[src/rtl/decoder_scan_ctrl.sv]
// Scan sequencer for a 2-to-4 decoder: steps A through the enabled slots, holds E
// high for a programmable dwell and keeps E low for a fixed blanking gap around A changes.
module decoder_scan_ctrl #(
  parameter int DWELL_W   = 8,
  parameter int BLANK_CYC = 2
) (
  input  logic               clk,
  input  logic               rst_n,
  input  logic               en,
  input  logic               mode,
  input  logic [DWELL_W-1:0] dwell,
  input  logic [3:0]         mask,
  output logic [1:0]         A,
  output logic               E,
  output logic               busy,
  output logic               sweep_done
);

  typedef enum logic [1:0] {IDLE, BLANK, ACTIVE} state_t;

  localparam int                BCNT_W     = 4;
  localparam logic [BCNT_W-1:0] BLANK_LOAD = BCNT_W'(BLANK_CYC - 1);
  localparam logic [DWELL_W-1:0] DWELL_ONE = DWELL_W'(1);

  state_t             state_q, state_d;
  logic [1:0]         a_q, a_d;
  logic               e_q, e_d;
  logic               busy_q, busy_d;
  logic               done_q, done_d;
  logic [BCNT_W-1:0]  blank_q, blank_d;
  logic [DWELL_W-1:0] dwell_q, dwell_d;

  function automatic logic [1:0] lowest_set(input logic [3:0] m);
    lowest_set = 2'd0;
    for (int i = 3; i >= 0; i--) begin
      if (m[i]) lowest_set = 2'(i);
    end
  endfunction

  function automatic logic [1:0] highest_set(input logic [3:0] m);
    highest_set = 2'd0;
    for (int i = 0; i < 4; i++) begin
      if (m[i]) highest_set = 2'(i);
    end
  endfunction

  // Lowest enabled slot strictly above cur, wrapping to the lowest enabled slot.
  function automatic logic [1:0] next_slot(input logic [3:0] m, input logic [1:0] cur);
    logic found;
    found     = 1'b0;
    next_slot = lowest_set(m);
    for (int i = 0; i < 4; i++) begin
      if (!found && m[i] && (2'(i) > cur)) begin
        next_slot = 2'(i);
        found     = 1'b1;
      end
    end
  endfunction

  // The dwell counter counts down to zero, so a load of max(dwell,1)-1 gives max(dwell,1) cycles.
  function automatic logic [DWELL_W-1:0] dwell_load(input logic [DWELL_W-1:0] d);
    dwell_load = (d == '0) ? '0 : d - DWELL_ONE;
  endfunction

  always_comb begin
    state_d = state_q;
    a_d     = a_q;
    e_d     = 1'b0;
    done_d  = 1'b0;
    blank_d = blank_q;
    dwell_d = dwell_q;
    case (state_q)
      IDLE: begin
        if (en && (mask != 4'd0)) begin
          state_d = BLANK;
          a_d     = lowest_set(mask);
          blank_d = BLANK_LOAD;
        end
      end
      BLANK: begin
        if (!en) begin
          state_d = IDLE;
        end else if (blank_q == '0) begin
          state_d = ACTIVE;
          e_d     = 1'b1;
          dwell_d = dwell_load(dwell);
        end else begin
          blank_d = blank_q - BCNT_W'(1);
        end
      end
      ACTIVE: begin
        if (!en) begin
          state_d = IDLE;
        end else if (dwell_q != '0) begin
          e_d     = 1'b1;
          dwell_d = dwell_q - DWELL_ONE;
        end else if (mask == 4'd0) begin
          state_d = IDLE;
        end else begin
          done_d = (a_q == highest_set(mask));
          if (done_d && mode) begin
            state_d = IDLE;
          end else begin
            state_d = BLANK;
            a_d     = next_slot(mask, a_q);
            blank_d = BLANK_LOAD;
          end
        end
      end
      default: state_d = IDLE;
    endcase
    busy_d = (state_d != IDLE);
  end

  always_ff @(posedge clk or negedge rst_n) begin
    if (!rst_n) begin
      state_q <= IDLE;
      a_q     <= 2'd0;
      e_q     <= 1'b0;
      busy_q  <= 1'b0;
      done_q  <= 1'b0;
      blank_q <= '0;
      dwell_q <= '0;
    end else begin
      state_q <= state_d;
      a_q     <= a_d;
      e_q     <= e_d;
      busy_q  <= busy_d;
      done_q  <= done_d;
      blank_q <= blank_d;
      dwell_q <= dwell_d;
    end
  end

  assign A          = a_q;
  assign E          = e_q;
  assign busy       = busy_q;
  assign sweep_done = done_q;

endmodule
[config.mk]
export PLATFORM = sky130hd
export DESIGN_NAME = decoder_scan_ctrl
export DESIGN_NICKNAME = d
export VERILOG_FILES = /design/src/rtl/decoder_scan_ctrl.sv
export SDC_FILE = /design/constraint.sdc
export NUM_CORES = 1
export LEC_CHECK = 0
export CAP_MARGIN = 30
export CORE_MARGIN = 3
export CORE_UTILIZATION = 35
export CTS_CLUSTER_SIZE = 25
export DETAILED_ROUTE_END_ITERATION = 12
export GPL_ROUTABILITY_DRIVEN = 0
export PLACE_DENSITY = 0.66
export SYNTH_ARGS = -nofsm -noshare
export SYNTH_HDL_FRONTEND = slang
export SYNTH_SLANG_ARGS = --single-unit
[constraint.sdc]
create_clock -name clk -period 2.93 [get_ports clk]
set_clock_uncertainty 0.1 [all_clocks]
set_input_delay 0.879 -clock clk [delete_from_list [all_inputs] [get_ports clk]]
set_output_delay 0.879 -clock clk [all_outputs]
set_load 0.05 [all_outputs]
==> impl_metrics.json, run 1 <==
{
  "viasPerCell": 5.49,
  "hold_viol": 0,
  "outcome": "completed",
  "hp-class": "reg -> reg",
  "grt_max_degree": 20,
  "cts_made_buffers": 3,
  "relSlewSlack_pct": 66.7,
  "crit_required_ps": 3030,
  "ant_nets": 0,
  "fin_nets": 236,
  "die-area_um2": 5070,
  "drv_slew": 0,
  "clockRootBuffer": "clkbuf_8",
  "grt.total_usage_pct": 13.9,
  "worst_skew_pair.late_latency_ps": 260,
  "critPathArrivalTime_ps": 2690,
  "fmax_mhz": 385,
  "initial_core_util_pct": 36.7,
  "grt_pass1_wl_mm": 5.84,
  "fin_crit_sh_pct": 88.5,
  "rsz0062_at_grt": "no",
  "wirelength_mm": 3.30,
  "post-cts-setup-buffer-count": 0,
  "drtPass1Iterations": 4,
  "yosysWarningCount": 0,
  "fin_setup_tns_ps": 0,
  "synth_nets": 203,
  "clk_transition_reported_paths_ps": 70,
  "synth_common_cells": "19 x dfrtp_1, 15 x nor2_1, 14 x nand2_1",
  "worst_pin_slew_ps": 498,
  "htree_levels": 1,
  "synthDistinctLibCells": 52,
  "synth_area_um2": 1490,
  "critPathKind": "in -> reg",
  "drive_gt1_share_pct": 10.9,
  "place_hpwl_mm": 2.55,
  "cts_resized": 0,
  "yosysMostFrequentCell": "dfrtp_1",
  "cp-startpoint": "mask[1]",
  "clock-sinks": 19,
  "routedWlPerCell_um": 12.7,
  "placed_area_um2": 1830,
  "vdd_drop_max_mv": 0.336,
  "synth_top_area_share_pct": 32.0,
  "ys_top_cells_by_area": "dfrtp_1 32%, ha_1 6.7%, a21oi_1 4.4%",
  "rows": 23,
  "synth_edf_count": 0,
  "n_antenna_cell": 0,
  "cts_hold_buf": 0,
  "syn_area_per_cell_um2": 8.31,
  "num_io_pins": 21,
  "setup_viol": 0,
  "async_reset_ff_share_pct": 100,
  "yosys.area.top_type": "dfrtp_1",
  "antenna_found_initial": 0,
  "num_vias": 1433,
  "cts_tree": "built",
  "critPathLaunchType": "input port",
  "io_buffers": 20,
  "crit_path_end_kind": "flop",
  "powerDensity_nw_per_um2": 704,
  "regToRegSetupSlack_ps": 570,
  "drc_errors": 0,
  "grt_pass1_vias": 1327,
  "syn_inst": 179,
  "rr_worst_depth": 7,
  "die_w_um": 71.2,
  "syn2layout_area_growth_pct": 26.2,
  "endpoint": "blank_q[3]",
  "die_y_um": 71.2,
  "cp_max_fo": 5,
  "reg2reg_from": "dwell_q[0]",
  "p_leak_nw": 0.764,
  "dominantRegCellSynth": "dfrtp_1",
  "drt_iter0_markers": 63,
  "clockBufferDepth": 2,
  "worstReg2RegEnd": "A[1]",
  "ys_seq_area_share_pct": 32.0,
  "core_area_um2": 4060,
  "grt_overflow": 0,
  "cap_viol_max_count": 0,
  "fin_area_um2": 1880,
  "min_period_ps": 2590,
  "ys_ff_latch": 19
}
cells by family (layout without fill, tap and decap cells):
| family | after synthesis | in the layout | synth area share (%) |
|---|---|---|---|
| adders and majority gates | 8 | 8 | 6.73 |
| xor gates and xnor gates | 3 | 3 | 1.77 |
| muxes | 6 | 6 | 4.29 |
| and+or+nand+nor | 71 | 71 | 25.2 |
| buffers and inverters | 20 | 52 | 5.63 |
| DFF | 19 | 19 | 32.0 |
| AOI/OAI and AO/OA | 52 | 52 | 24.4 |
cell type report:
type                       instances  area (um^2)
clock buffer                       4         45.0
fill                             394         2180
inverter                          12         45.0
multi-input combinational        140          928
sequential                        19          475
tap                               50         62.6
timing repair buffer              36          320
stage by stage:
stage | std cells | setup WS [ps] | util [%] | hold slack, ps | power [mW]
finish | 261 | 336 | 46.3 | 437 | 1.32
global route | 261 | 131 | 46.3 | 460 | 1.44
CTS | 261 | 338 | 46.3 | 438 | 1.33
detailed placement | 257 | 81.4 | 45.1 | 424 | 1.14
global placement | 257 | 88.5 | 45.1 | 411 | 1.13
floorplan | 179 | 506 | - | 373 | 0.949
worst max-delay path, stage by stage:
cell and delay, ps:
clkdlybuf4s50_1 470, o41ai_1 480, buf_4 190, nand2_1 50, o211ai_1 220, and2_1 270
a211o_1 140
state kept, by name (all words and copies together), names as in the netlist:
| name | cells |
|---|---|
| A | 2 |
| busy | 1 |
| blank_q | 4 |
| state_q | 2 |
| E | 1 |
| dwell_q | 8 |
| sweep_done | 1 |
how the worst min path moves through the flow:
stage	start	to	slack [ps]	depth (start not counted)
2_1_floorplan	dwell_q[7]	dwell_q[7]	370	1
4_1_cts	blank_q[2]	blank_q[2]	440	1
3_5_place_dp	dwell_q[7]	dwell_q[7]	420	1
5_1_grt	dwell_q[4]	dwell_q[4]	460	1
3_3_place_gp	dwell_q[7]	dwell_q[7]	410	1
6_report	blank_q[3]	blank_q[3]	440	1
placed cells by master, fill, tap and decap left out, types with 4 or more instances in the layout:
cell type        count
nand3_1              4
nor4_1               4
nand2_1             14
ha_1                 8
clkdlybuf4s50_1     20
inv_1               12
nor3_1              11
nor2_1              15
dfrtp_1             19
buf_4               16
o21ai_0              7
a21oi_1             13
o21ai_1              4
per-layer routing:
metal	part of all wire, %	track usage, %
met1	49	18.4
met2	47	23.4
met3	3.7	2.84
met4	0.79	3.34
met5	0	0
power by group:
group / total, mW / leakage, nW / internal [mW] / switching [mW]
Clock: 0.185 / 0.0228 / 0.0967 / 0.0880
Combinational: 0.659 / 0.502 / 0.292 / 0.367
Sequential: 0.477 / 0.239 / 0.365 / 0.112
Total: 1.32 / 0.764 / 0.754 / 0.567
Note: power is estimated with default switching activity, not from simulation.
==> inputs of run 2 (changes only) <==
Settings changed: ABC_AREA from default to 1.
==> impl_metrics.json, run 2 <==
{
  "largest_reg_flops": 8,
  "initial_core_util_pct": 36.7,
  "worstReg2RegEnd": "blank_q[3]",
  "crit_path_top_delay_cell": "clkdlybuf4s50_1",
  "cp_num_buf_inv": 1,
  "power_switching_mw": 0.826,
  "vdd_drop_max_mv": 0.312,
  "ys_ff_latch": 19,
  "synth_xor_area_share_pct": 2.70,
  "die-area_um2": 5480,
  "yosysWarningCount": 0,
  "clk_transition_reported_paths_ps": 80,
  "grt_pass1_wl_mm": 5.55,
  "ys_top_cells_by_area": "dfrtp_1 29%, nand2_1 12%, inv_1 6.5%",
  "synth_mux_area_share_pct": 0,
  "clock-sinks": 19,
  "routedWlPerCell_um": 10.5,
  "p_clk_share_pct": 11.4,
  "regArea_um2": 475,
  "grt.total_usage_pct": 12.7,
  "rr_worst_depth": 11,
  "cts_hold_buf": 0,
  "final_util_pct": 43.4,
  "syn_inst": 220,
  "regToRegSetupSlack_ps": 1040,
  "htree_levels": 1,
  "cts_tree": "built",
  "async_reset_ff_share_pct": 100,
  "rsz0062_at_grt": "no",
  "critical-path-max-stage-delay_ps": 830,
  "fin_nets": 268,
  "num_io_pins": 21,
  "synth_simple_gate_area_share_pct": 34.0,
  "dominantRegCellSynth": "dfrtp_1",
  "ys_seq_area_share_pct": 29.3,
  "synth_common_cells": "52 x nand2_1, 28 x inv_1, 19 x dfrtp_1",
  "clockBufferDepth": 2,
  "largest-register": "dwell_q",
  "critPathArrivalTime_ps": 1520,
  "crit_cells": 1,
  "fin_setup_tns_ps": 0,
  "power_mw": 1.65,
  "hp-class": "reg -> reg",
  "min_period_ps": 2500,
  "swShare_pct": 50.1,
  "cp_max_fo": 5,
  "pwr-share-comb_pct": 60.8,
  "final_cell_mix": "52 x nand2_1, 28 x inv_1, 20 x clkdlybuf4s50_1",
  "powerDensity_nw_per_um2": 861,
  "drive_gt1_share_pct": 22.2,
  "worst_pin_slew_ps": 493,
  "rows": 24,
  "yosysMostFrequentCell": "nand2_1",
  "syn2layout_area_growth_pct": 18.2,
  "clockRootBuffer": "clkbuf_8",
  "die_w_um": 74.0,
  "synth_top_family_by_area": "simple AND/OR/NAND/NOR gates",
  "crit_required_ps": 1950,
  "num_vias": 1411,
  "cp-startpoint": "A[0]",
  "cap_viol_max_count": 0,
  "cts_made_buffers": 3,
  "endpoint": "A[0]",
  "drtPass1Iterations": 4,
  "drc_errors": 0,
  "n_antenna_cell": 0,
  "core_area_um2": 4410,
  "worst_skew_pair.late_latency_ps": 260,
  "synth_area_um2": 1620,
  "grt_pass1_vias": 1280,
  "grt_max_degree": 20,
  "cp_cell_sequence": "clkdlybuf4s50_1",
  "yosys.area.top_type": "dfrtp_1",
  "synthAdderAreaFrac_pct": 6.18,
  "critPathKind": "reg -> out",
  "drv_slew": 0,
  "multiInputGateArea_um2": 965,
  "critPathLaunchType": "flop",
  "die_y_um": 74.0,
  "p_leak_nw": 0.907,
  "num-fill-cells": 456,
  "wirelength_mm": 3.11,
  "placed_area_um2": 1870,
  "outcome": "completed",
  "syn_area_per_cell_um2": 7.37,
  "setup_viol": 0,
  "post-cts-setup-buffer-count": 0,
  "io_buffers": 20,
  "fin_area_um2": 1920,
  "fin_crit_sh_pct": 85.2,
  "ant_nets": 0,
  "reg2reg_from": "state_q[0]",
  "synthDistinctLibCells": 36,
  "final_common_cell": "nand2_1",
  "seqPwrFrac_pct": 27.9,
  "hold_viol": 0,
  "synth_edf_count": 0,
  "antenna_found_initial": 0,
  "fmax_mhz": 400,
  "power.internal_mw": 0.824,
  "drt_iter0_markers": 80,
  "grt_overflow": 0,
  "cts_resized": 0,
  "crit_family": "buffers and inverters",
  "viasPerCell": 4.78,
  "relSlewSlack_pct": 67.0,
  "synth_top_area_share_pct": 29.3,
  "synth_compound_area_share_pct": 16.7,
  "reg.largest.list": "dwell_q x8, blank_q x4",
  "crit_path_end_kind": "output pin",
  "place_hpwl_mm": 2.45,
  "synth_nets": 244
}
-- run 2: cell types whose count changed after synthesis, sizes merged, moves of 4 or more --
cell	change
nand2	+50
clkbuf	-6
o31ai	-5
o21ai	+13
inv	+26
nand3	+12
nor3	-9
nor4	-4
-- run 2: worst min-delay path by stage --
| stage | start | end | slack, ps | depth (start not counted) |
|---|---|---|---|---|
| after floorplan | blank_q[1] | blank_q[1] | 350 | 2 |
| after global placement | blank_q[0] | blank_q[0] | 370 | 1 |
| after detailed placement | blank_q[0] | blank_q[0] | 380 | 1 |
| after CTS | blank_q[0] | blank_q[0] | 390 | 1 |
| after global routing | blank_q[0] | blank_q[0] | 410 | 1 |
| final | blank_q[0] | blank_q[0] | 380 | 1 |
-- run 2: power groups by stage --
| stage | combinational [mW] | clock (mW) | sequential [mW] |
|---|---|---|---|
| detailed placement | 1.01 | 0 | 0.465 |
| global placement | 0.999 | 0 | 0.461 |
| CTS | 1.01 | 0.198 | 0.459 |
| global route | 1.14 | 0.205 | 0.474 |
| finish | 1.00 | 0.187 | 0.460 |
| floorplan | 0.750 | 0 | 0.529 |
-- run 2: metrics by stage --
step	hold slack [ps]	instances	worst slack (ps)
after floorplan	355	220	912
after global placement	369	291	352
after detailed placement	375	291	282
after CTS	386	295	427
after global routing	406	295	389
final	382	295	433
-- run 2: area by class of cell --
class                      instances  share of cell area [%]
tap                               52                    3.40
clock buffer                       4                    2.35
timing repair buffer              22                    11.2
inverter                          39                    7.84
multi-input combinational        159                    50.4
sequential                        19                    24.8
-- run 2: logic make-up after synthesis --
| group | Yosys count |
|---|---|
| AND/OR/NAND/NOR | 105 |
| buffers and inverters | 42 |
| AO/OA/AOI/OAI | 41 |
| flip-flops | 19 |
| adder cells (fa/ha/maj) | 8 |
| XOR/XNOR | 5 |
-- run 2: metal layers --
layer	global-route usage (%)	routed length, um	vias up
met5	0	0	-
met4	5.63	54	0
met3	1.89	169	4
met2	18.7	1360	39
met1	18.2	1520	614
li1	-	-	754
==> inputs of run 3 (changes only) <==
Settings changed: CORE_ASPECT_RATIO from default to 2, CORE_UTILIZATION 35 to 55, PLACE_DENSITY 0.66 to 0.91.
==> impl_metrics.json, run 3 (synthesis gave the netlist of run 2 again) <==
{
  "outcome": "completed",
  "initial_core_util_pct": 58.5,
  "io_buffers": 20,
  "num_io_pins": 21,
  "core_area_um2": 2770,
  "min_period_ps": 2470,
  "final_cell_mix": "52 x nand2_1, 28 x inv_1, 20 x clkdlybuf4s50_1",
  "vdd_drop_max_mv": 0.447,
  "drive_gt1_share_pct": 21.9,
  "cp_max_fo": 5,
  "multiInputGateArea_um2": 965,
  "die_y_um": 82.8,
  "grt_pass1_wl_mm": 5.84,
  "clk_transition_reported_paths_ps": 60,
  "regArea_um2": 475,
  "clock-sinks": 19,
  "largest-register": "dwell_q",
  "num_vias": 1463,
  "crit_required_ps": 1950,
  "place_hpwl_mm": 2.70,
  "reg.largest.list": "dwell_q x8, blank_q x4",
  "worstReg2RegEnd": "dwell_q[4]",
  "crit_path_top_delay_cell": "clkdlybuf4s50_1",
  "holdPathEnd": "blank_q[1]",
  "grt.total_usage_pct": 21.4,
  "num-fill-cells": 238,
  "clockRootBuffer": "clkbuf_8",
  "regToRegSetupSlack_ps": 740,
  "fin_crit_sh_pct": 84.2,
  "drv_slew": 0,
  "rows": 27,
  "drt_iter0_markers": 50,
  "hold_start": "blank_q[1]",
  "viasPerCell": 5.40,
  "cp_num_buf_inv": 1,
  "final_common_cell": "nand2_1",
  "relSlewSlack_pct": 66.3,
  "grt_pass1_vias": 1426,
  "cts_resized": 0,
  "drc_errors": 0,
  "crit_family": "buffers and inverters",
  "fmax_mhz": 405,
  "clockBufferDepth": 2,
  "cap_viol_max_count": 0,
  "hold_slack_ps": 384,
  "fin_setup_tns_ps": 0,
  "drtPass1Iterations": 4,
  "grt_overflow": 0,
  "crit_path_end_kind": "output pin",
  "ant_nets": 0,
  "final_util_pct": 67.8,
  "critPathArrivalTime_ps": 1490,
  "worst_pin_slew_ps": 503,
  "largest_reg_flops": 8,
  "rr_worst_depth": 8,
  "cts_hold_buf": 0,
  "hold_viol": 0,
  "wirelength_mm": 3.32,
  "critical-path-max-stage-delay_ps": 820,
  "routedWlPerCell_um": 12.3,
  "critPathLaunchType": "flop",
  "n_antenna_cell": 0,
  "grt_max_degree": 20,
  "rsz0062_at_grt": "no",
  "worst_skew_pair.late_latency_ps": 260,
  "htree_levels": 1,
  "antenna_found_initial": 0,
  "post-cts-setup-buffer-count": 0,
  "cts_made_buffers": 3,
  "reg2reg_from": "state_q[0]",
  "powerDensity_nw_per_um2": 888,
  "setup_viol": 0,
  "die_w_um": 44.4,
  "hp-class": "reg -> reg",
  "cts_tree": "built",
  "die-area_um2": 3670,
  "cp_cell_sequence": "clkdlybuf4s50_1",
  "holdPathStages": 2,
  "p_leak_nw": 0.901,
  "critPathKind": "reg -> out",
  "syn2layout_area_growth_pct": 16.0,
  "fin_nets": 267
}
[run 3: changes by cell type in the layout (fill, tap and decap cells not counted), sizes merged]
cell / previous run / this run
buf: 2 / 1
[run 3: worst max path at each step]
stage | startpoint | to | cells past startpoint
floorplan | dwell[0] | dwell_q[5] | 11
CTS | A[0] | A[0] | 1
global placement | dwell[0] | dwell_q[5] | 12
global route | A[0] | A[0] | 1
finish | A[0] | A[0] | 1
detailed placement | dwell[0] | dwell_q[5] | 12
[run 3: layout make-up]
class | count | area share (%)
repair buffers | 21 | 11.1
flip-flops and latches | 19 | 25.3
clock buffers | 4 | 2.40
inverters | 39 | 7.99
well taps | 29 | 1.93
multi-input cells | 159 | 51.3
[run 3: metal layers]
layer | part of all wire [%] | global-route usage [%] | up-vias
met5 | 0 | 0 | -
met3 | 3.8 | 3.04 | 9
li1 | - | - | 749
met1 | 33 | 19.5 | 666
met4 | 3.6 | 12.4 | 0
met2 | 59 | 42.1 | 39
[run 3: per-stage QoR]
step	std cells	instance area, um^2	power [mW]	setup slack [ps]
3_3_place_gp	267	1830	1.45	349
3_5_place_dp	267	1830	1.49	283
5_1_grt	271	1880	1.81	411
6_report	271	1880	1.67	463
4_1_cts	271	1880	1.68	452
2_1_floorplan	220	1620	1.28	912
[run 3: report_power, final]
part	total, mW	switching [mW]	internal, mW
Clock	0.181	0.0839	0.0968
Sequential	0.461	0.0899	0.371
Combinational	1.03	0.673	0.354
Total	1.67	0.847	0.822
